**config.mk**
```make
export PLATFORM = sky130hd
export DESIGN_NAME = matrix_mac_engine
export DESIGN_NICKNAME = d
export VERILOG_FILES = /design/src/rtl/matrix_pkg.sv /design/src/rtl/matrix_sat.sv /design/src/rtl/matrix_mac_engine.sv
export SDC_FILE = /design/constraint.sdc
export NUM_CORES = 1
export LEC_CHECK = 0
export CAP_MARGIN = 10
export CORE_UTILIZATION = 50
export DETAILED_ROUTE_END_ITERATION = 7
export PLACE_DENSITY = 0.77
export REMOVE_ABC_BUFFERS = 1
export SLEW_MARGIN = 20
export SYNTH_ARGS = -nofsm -noshare
export SYNTH_HDL_FRONTEND = slang
export SYNTH_SLANG_ARGS = --single-unit
```
**constraint.sdc**
```tcl
create_clock -name clk -period 7.2 [get_ports clk]
set_input_delay 1.08 -clock clk [delete_from_list [all_inputs] [get_ports clk]]
set_output_delay 1.08 -clock clk [all_outputs]
set_load 0.01 [all_outputs]
```
**src/rtl/matrix_pkg.sv**
```systemverilog
// matrix_pkg: FSM state encoding, accumulator sizing and the saturating clamp.
package matrix_pkg;
    typedef enum logic [2:0] {IDLE, ISSUE, LAST, WRITE, DONE} state_t;

    function automatic int acc_w(input int mw, input int sv);
        return 2 * sv + mw;
    endfunction

    function automatic logic signed [63:0] sat(input logic signed [63:0] v, input int sv);
        logic signed [63:0] hi, lo;
        hi = (64'sd1 <<< (sv - 1)) - 64'sd1;
        lo = -hi - 64'sd1;
        return v > hi ? hi : (v < lo ? lo : v);
    endfunction
endpackage

```
**src/rtl/matrix_sat.sv**
```systemverilog
// matrix_sat: clamps a wide signed accumulator to SV bits and flags any clip.
module matrix_sat import matrix_pkg::*; #(
    parameter int AW = 34,
    parameter int SV = 16
) (
    input  logic signed [AW-1:0] acc,
    output logic signed [SV-1:0] q,
    output logic                 clip
);
    logic signed [63:0] wide, s;
    assign wide = {{(64 - AW){acc[AW-1]}}, acc};
    assign s    = sat(wide, SV);
    assign q    = s[SV-1:0];
    assign clip = s != wide;
endmodule

```
**src/rtl/matrix_mac_engine.sv**
```systemverilog
// matrix_mac_engine: row-major C = A x B sequencer over registered-read matrix stores.
module matrix_mac_engine import matrix_pkg::*; #(
    parameter int maxWidthLen = 2,
    parameter int sizeValue   = 16
) (
    input  logic                          clk,
    input  logic                          rst_n,
    input  logic                          start,
    input  logic [maxWidthLen:0]          dim,
    output logic [maxWidthLen-1:0]        a_x,
    output logic [maxWidthLen-1:0]        a_y,
    input  logic signed [sizeValue-1:0]   a_data,
    output logic [maxWidthLen-1:0]        b_x,
    output logic [maxWidthLen-1:0]        b_y,
    input  logic signed [sizeValue-1:0]   b_data,
    output logic [maxWidthLen-1:0]        c_wx,
    output logic [maxWidthLen-1:0]        c_wy,
    output logic signed [sizeValue-1:0]   c_in,
    output logic                          c_w,
    output logic                          busy,
    output logic                          done,
    output logic                          overflow
);
    localparam int MW = maxWidthLen;
    localparam int SV = sizeValue;
    localparam int AW = acc_w(MW, SV);
    localparam logic [MW:0] MAXD = {1'b1, {MW{1'b0}}};

    state_t state, nxt;
    logic [MW:0] dim_q, lim;
    logic [MW-1:0] i, j, k, hi, hj, hk;
    logic signed [AW-1:0] acc, ext;
    logic signed [2*SV-1:0] prod;
    logic k_end, j_end, i_end, clip;

    assign lim   = dim_q - 1'b1;
    assign k_end = {1'b0, k} == lim;
    assign j_end = {1'b0, j} == lim;
    assign i_end = {1'b0, i} == lim;
    assign prod  = a_data * b_data;
    assign ext   = {{MW{prod[2*SV-1]}}, prod};

    matrix_sat #(.AW(AW), .SV(SV)) u_sat (.acc(acc), .q(c_in), .clip(clip));

    always_comb begin
        nxt  = state == IDLE  ? (start ? (dim == '0 ? DONE : ISSUE) : IDLE) :
               state == ISSUE ? (k_end ? LAST : ISSUE) :
               state == LAST  ? WRITE :
               state == WRITE ? ((i_end && j_end) ? DONE : ISSUE) : IDLE;
        a_x  = state == ISSUE ? i : hi;
        a_y  = state == ISSUE ? k : hk;
        b_x  = state == ISSUE ? k : hk;
        b_y  = state == ISSUE ? j : hj;
        c_wx = i;
        c_wy = j;
        c_w  = state == WRITE;
        busy = state == ISSUE || state == LAST || state == WRITE;
        done = state == DONE;
    end

    always_ff @(posedge clk or negedge rst_n) begin
        if (!rst_n) begin
            state    <= IDLE;
            dim_q    <= '0;
            {i, j, k, hi, hj, hk} <= '0;
            acc      <= '0;
            overflow <= 1'b0;
        end else begin
            state <= nxt;
            if (state == IDLE && start) begin
                dim_q    <= dim > MAXD ? MAXD : dim;
                overflow <= 1'b0;
                {i, j, k} <= '0;
            end else if (state == ISSUE) begin
                {hi, hj, hk} <= {i, j, k};
                k   <= k + 1'b1;
                // data arriving now belongs to the address issued last cycle (k-1)
                acc <= k == '0 ? '0 : acc + ext;
            end else if (state == LAST) begin
                acc <= acc + ext;
            end else if (state == WRITE) begin
                overflow <= overflow | clip;
                k <= '0;
                j <= j_end ? '0 : j + 1'b1;
                i <= j_end ? i + 1'b1 : i;
            end
        end
    end
endmodule

```
==> impl_metrics.xml <==
<?xml version="1.0" encoding="UTF-8"?>
<metrics>
  <group name="hold_path">
    <metric name="worstHoldStart" unit="">hi[0]</metric>
    <metric name="hold_path_class" unit="">flip-flop to flip-flop</metric>
    <metric name="hold_path_end" unit="">hi[0]</metric>
    <metric name="number_of_cells_on_the_worst_hold_path" unit="">2</metric>
  </group>
  <group name="sta">
    <metric name="final_hold_viol_count" unit="">0</metric>
    <metric name="finalMaxSlewViolations" unit="">0</metric>
    <metric name="timing.slew.headroom" unit="">0.304</metric>
    <metric name="rsz0062_at_grt" unit="">yes</metric>
    <metric name="fmaxAchievable" unit="MHz">123</metric>
    <metric name="clock_skew" unit="ns">0.00842</metric>
    <metric name="finalWorstPathRequiredPeriod" unit="ns">8.13</metric>
    <metric name="timing.final.ws_setup" unit="ns">-0.927</metric>
    <metric name="final.period_utilization" unit="">1.13</metric>
    <metric name="tightest_slew" unit="ns">1.04</metric>
    <metric name="worst_hold_slack" unit="ns">0.480</metric>
    <metric name="number_of_endpoints_failing_setup_at_the_final_stage" unit="">18</metric>
  </group>
  <group name="route">
    <metric name="drcViolationCount" unit="">0</metric>
    <metric name="viasPerCell" unit="">5.55</metric>
    <metric name="detailroute.via_count" unit="">13000</metric>
    <metric name="initialDrtViolationCount" unit="">876</metric>
    <metric name="totalWireLength" unit="um">42200</metric>
    <metric name="firstDrtPassIters" unit="">5</metric>
    <metric name="avgRoutedWirePerCell" unit="um">18.1</metric>
    <metric name="final_antenna_net_count" unit="">0</metric>
  </group>
  <group name="layout">
    <metric name="final_design_area_no_fill" unit="um2">18800</metric>
    <metric name="layout_common_cells" unit="">sky130_fd_sc_hd__inv_1 (322), sky130_fd_sc_hd__fa_1 (247), sky130_fd_sc_hd__buf_4 (247), sky130_fd_sc_hd__nand2_1 (195), sky130_fd_sc_hd__ha_1 (100)</metric>
    <metric name="post_route_cells_drive_above_1_share" unit="">0.290</metric>
    <metric name="finish.net_count" unit="">2382</metric>
    <metric name="layout_filler_cell_count" unit="">1839</metric>
    <metric name="layout.cells.most_common" unit="">sky130_fd_sc_hd__inv_1</metric>
    <metric name="area_growth" unit="%">33.8</metric>
    <metric name="antenna-diode-count" unit="">0</metric>
    <metric name="final_cell_count_no_fill" unit="">2334</metric>
  </group>
  <group name="grt">
    <metric name="grt_pass1_vias" unit="">13900</metric>
    <metric name="antenna_found_initial" unit="">0</metric>
    <metric name="wire_length_of_the_first_global_routing_pass" unit="um">66400</metric>
    <metric name="grt-ovfl-total" unit="">0</metric>
    <metric name="grt.total_usage" unit="">0.291</metric>
    <metric name="grt_start_max_net_pins" unit="">54</metric>
  </group>
  <group name="synth">
    <metric name="post_synthesis_sequential_element_count" unit="">53</metric>
    <metric name="synth_sequential_area_ratio" unit="">0.0945</metric>
    <metric name="synthesis.area" unit="um2">14000</metric>
    <metric name="yosys_warnings" unit="">0</metric>
    <metric name="ys.flop_type" unit="">sky130_fd_sc_hd__dfrtp_1</metric>
    <metric name="synthDistinctLibCells" unit="">60</metric>
    <metric name="post_synthesis_area_per_instance" unit="um2">8.62</metric>
    <metric name="synth_enable_flop_cells" unit="">0</metric>
    <metric name="async_flop_share" unit="">1.00</metric>
    <metric name="cells_after_synthesis" unit="">1628</metric>
  </group>
  <group name="run">
    <metric name="max-cap-violations" unit="">0</metric>
  </group>
  <group name="floorplan">
    <metric name="die_x" unit="um">170</metric>
    <metric name="pin_count" unit="">70</metric>
    <metric name="dieArea" unit="um2">28700</metric>
    <metric name="placeableCoreArea" unit="um2">27300</metric>
    <metric name="rows" unit="">60</metric>
    <metric name="floorplan.die.height" unit="um">170</metric>
    <metric name="initial_utilization" unit="">0.515</metric>
  </group>
  <group name="place">
    <metric name="place_worst_setup_slack" unit="ns">-2.04</metric>
    <metric name="gp_congestion" unit="">0.884</metric>
    <metric name="buffer_ports.inserted" unit="">69</metric>
    <metric name="area_of_placed_instances" unit="um2">16900</metric>
    <metric name="hpwl" unit="um">29800</metric>
    <metric name="dp_cells" unit="">2266</metric>
  </group>
  <group name="clocking">
    <metric name="inserted_clock_buffers" unit="">5</metric>
    <metric name="worstSkewPairLatency" unit="ns">0.30</metric>
    <metric name="maximum_level_of_the_cts_h_tree" unit="">2</metric>
    <metric name="clk_pin_slew_worst_paths" unit="ns">0.08</metric>
    <metric name="cts_sinks" unit="">53</metric>
    <metric name="cts_root_buf" unit="">sky130_fd_sc_hd__clkbuf_16</metric>
    <metric name="cts-root-to-sink-buffers" unit="">2</metric>
    <metric name="cts_tree" unit="">built</metric>
  </group>
  <group name="outcome">
    <metric name="status" unit="">finished with violations</metric>
    <metric name="failed_checks" unit="">negative setup slack</metric>
  </group>
  <group name="setup_path">
    <metric name="worst_setup_path_end_kind" unit="">flip-flop</metric>
    <metric name="r2r_cells" unit="">13</metric>
    <metric name="cp_common_cell" unit="">sky130_fd_sc_hd__fa_1</metric>
    <metric name="worst-r2r-setup-slack" unit="ns">3.92</metric>
    <metric name="worst-path-max-fanout" unit="">6</metric>
    <metric name="critical_path.max_stage_delay" unit="ns">0.56</metric>
    <metric name="terminus_of_the_critical_flop_to_flop_path" unit="">acc[26]</metric>
    <metric name="master_of_the_slowest_instance_on_the_critical_path" unit="">sky130_fd_sc_hd__fa_1</metric>
    <metric name="path_class" unit="">input pin to flip-flop</metric>
    <metric name="worstPathRequired" unit="ns">7.44</metric>
    <metric name="setup.worst_path.start_class" unit="">input pin</metric>
    <metric name="r2r_start" unit="">acc[0]</metric>
    <metric name="cp.arrival" unit="ns">8.37</metric>
  </group>
</metrics>
per-stage QoR:
step	util	TNS, ns
floorplan	-	-7.75
global placement	0.619	-28.24
detailed placement	0.619	-31.97
CTS	0.675	-6.64
global route	0.689	-15.11
finish	0.689	-10.99
registers in the layout, indices dropped and copies added, names as in the netlist:
signal	flops
acc	34
c_wx	2
c_wy	2
dim_q	3
hi	2
hj	2
hk	2
k	2
overflow	1
state	3
layer usage:
metal,track usage,routed length (um)
met2,0.525,22100
met3,0.0357,2360
met1,0.338,15400
met5,0,0
met4,0.149,2350
worst max-delay path by stage:
stage / from / end / slack [ns] / cells past startpoint
CTS: a_data[6] / acc[26] / -0.71 / 31
floorplan: b_data[6] / acc[33] / -0.89 / 30
finish: a_data[7] / acc[32] / -0.93 / 33
global route: a_data[1] / acc[31] / -1.18 / 31
detailed placement: b_data[6] / acc[33] / -2.04 / 31
global placement: b_data[6] / acc[26] / -1.76 / 32
kinds of logic after synthesis:
logic type / after synthesis / share of synthesized area
fa+ha+maj: 383 / 0.482
mux: 2 / 0.00152
xor+xnor: 67 / 0.0418
buf+inv: 406 / 0.109
compound gates: 228 / 0.102
flops: 53 / 0.0945
simple gates: 489 / 0.169
timing repair:
| action | CTS | global route |
|---|---|---|
| setup buffers | 50 | 17 |
| gates cloned | 3 | 0 |
| resized for setup | 393 | 95 |
| hold buffers | 0 | 0 |
| pin swaps | 172 | 94 |
| setup endpoints to repair | 23 | 21 |
critical path, delay by kind of cell:
kind / cells / cell delay, ns
buf+inv: 7 / 0.63
xor+xnor: 1 / 0.15
simple gates: 7 / 1.03
fa+ha+maj: 8 / 3.70
compound gates: 10 / 1.78
Yosys cell counts (all sizes together), types with 18 or more instances:
cell | instances | share of area
xnor2 | 40 | 0.025
clkbuf | 49 | 0.013
xor2 | 27 | 0.017
inv | 354 | 0.095
dfrtp | 53 | 0.095
fa | 263 | 0.38
nand3 | 18 | 0.0064
and2 | 117 | 0.052
nand2 | 211 | 0.056
a21oi | 46 | 0.017
nor2 | 60 | 0.016
o21ai | 85 | 0.031
ha | 120 | 0.11
final cells by class:
cell class / instances / area (um2) / area share
inverters: 354 / 1330 / 0.0709
clock inverters: 3 / 28.8 / 0.00153
clock buffers: 5 / 125 / 0.00666
well taps: 372 / 465 / 0.0248
multi-input cells: 1169 / 12200 / 0.649
flip-flops and latches: 53 / 1330 / 0.0706
repair buffers: 378 / 3320 / 0.177
Power is not shown: default switching activity piles up to over one toggle a cycle in this logic, so the estimate is an artifact.
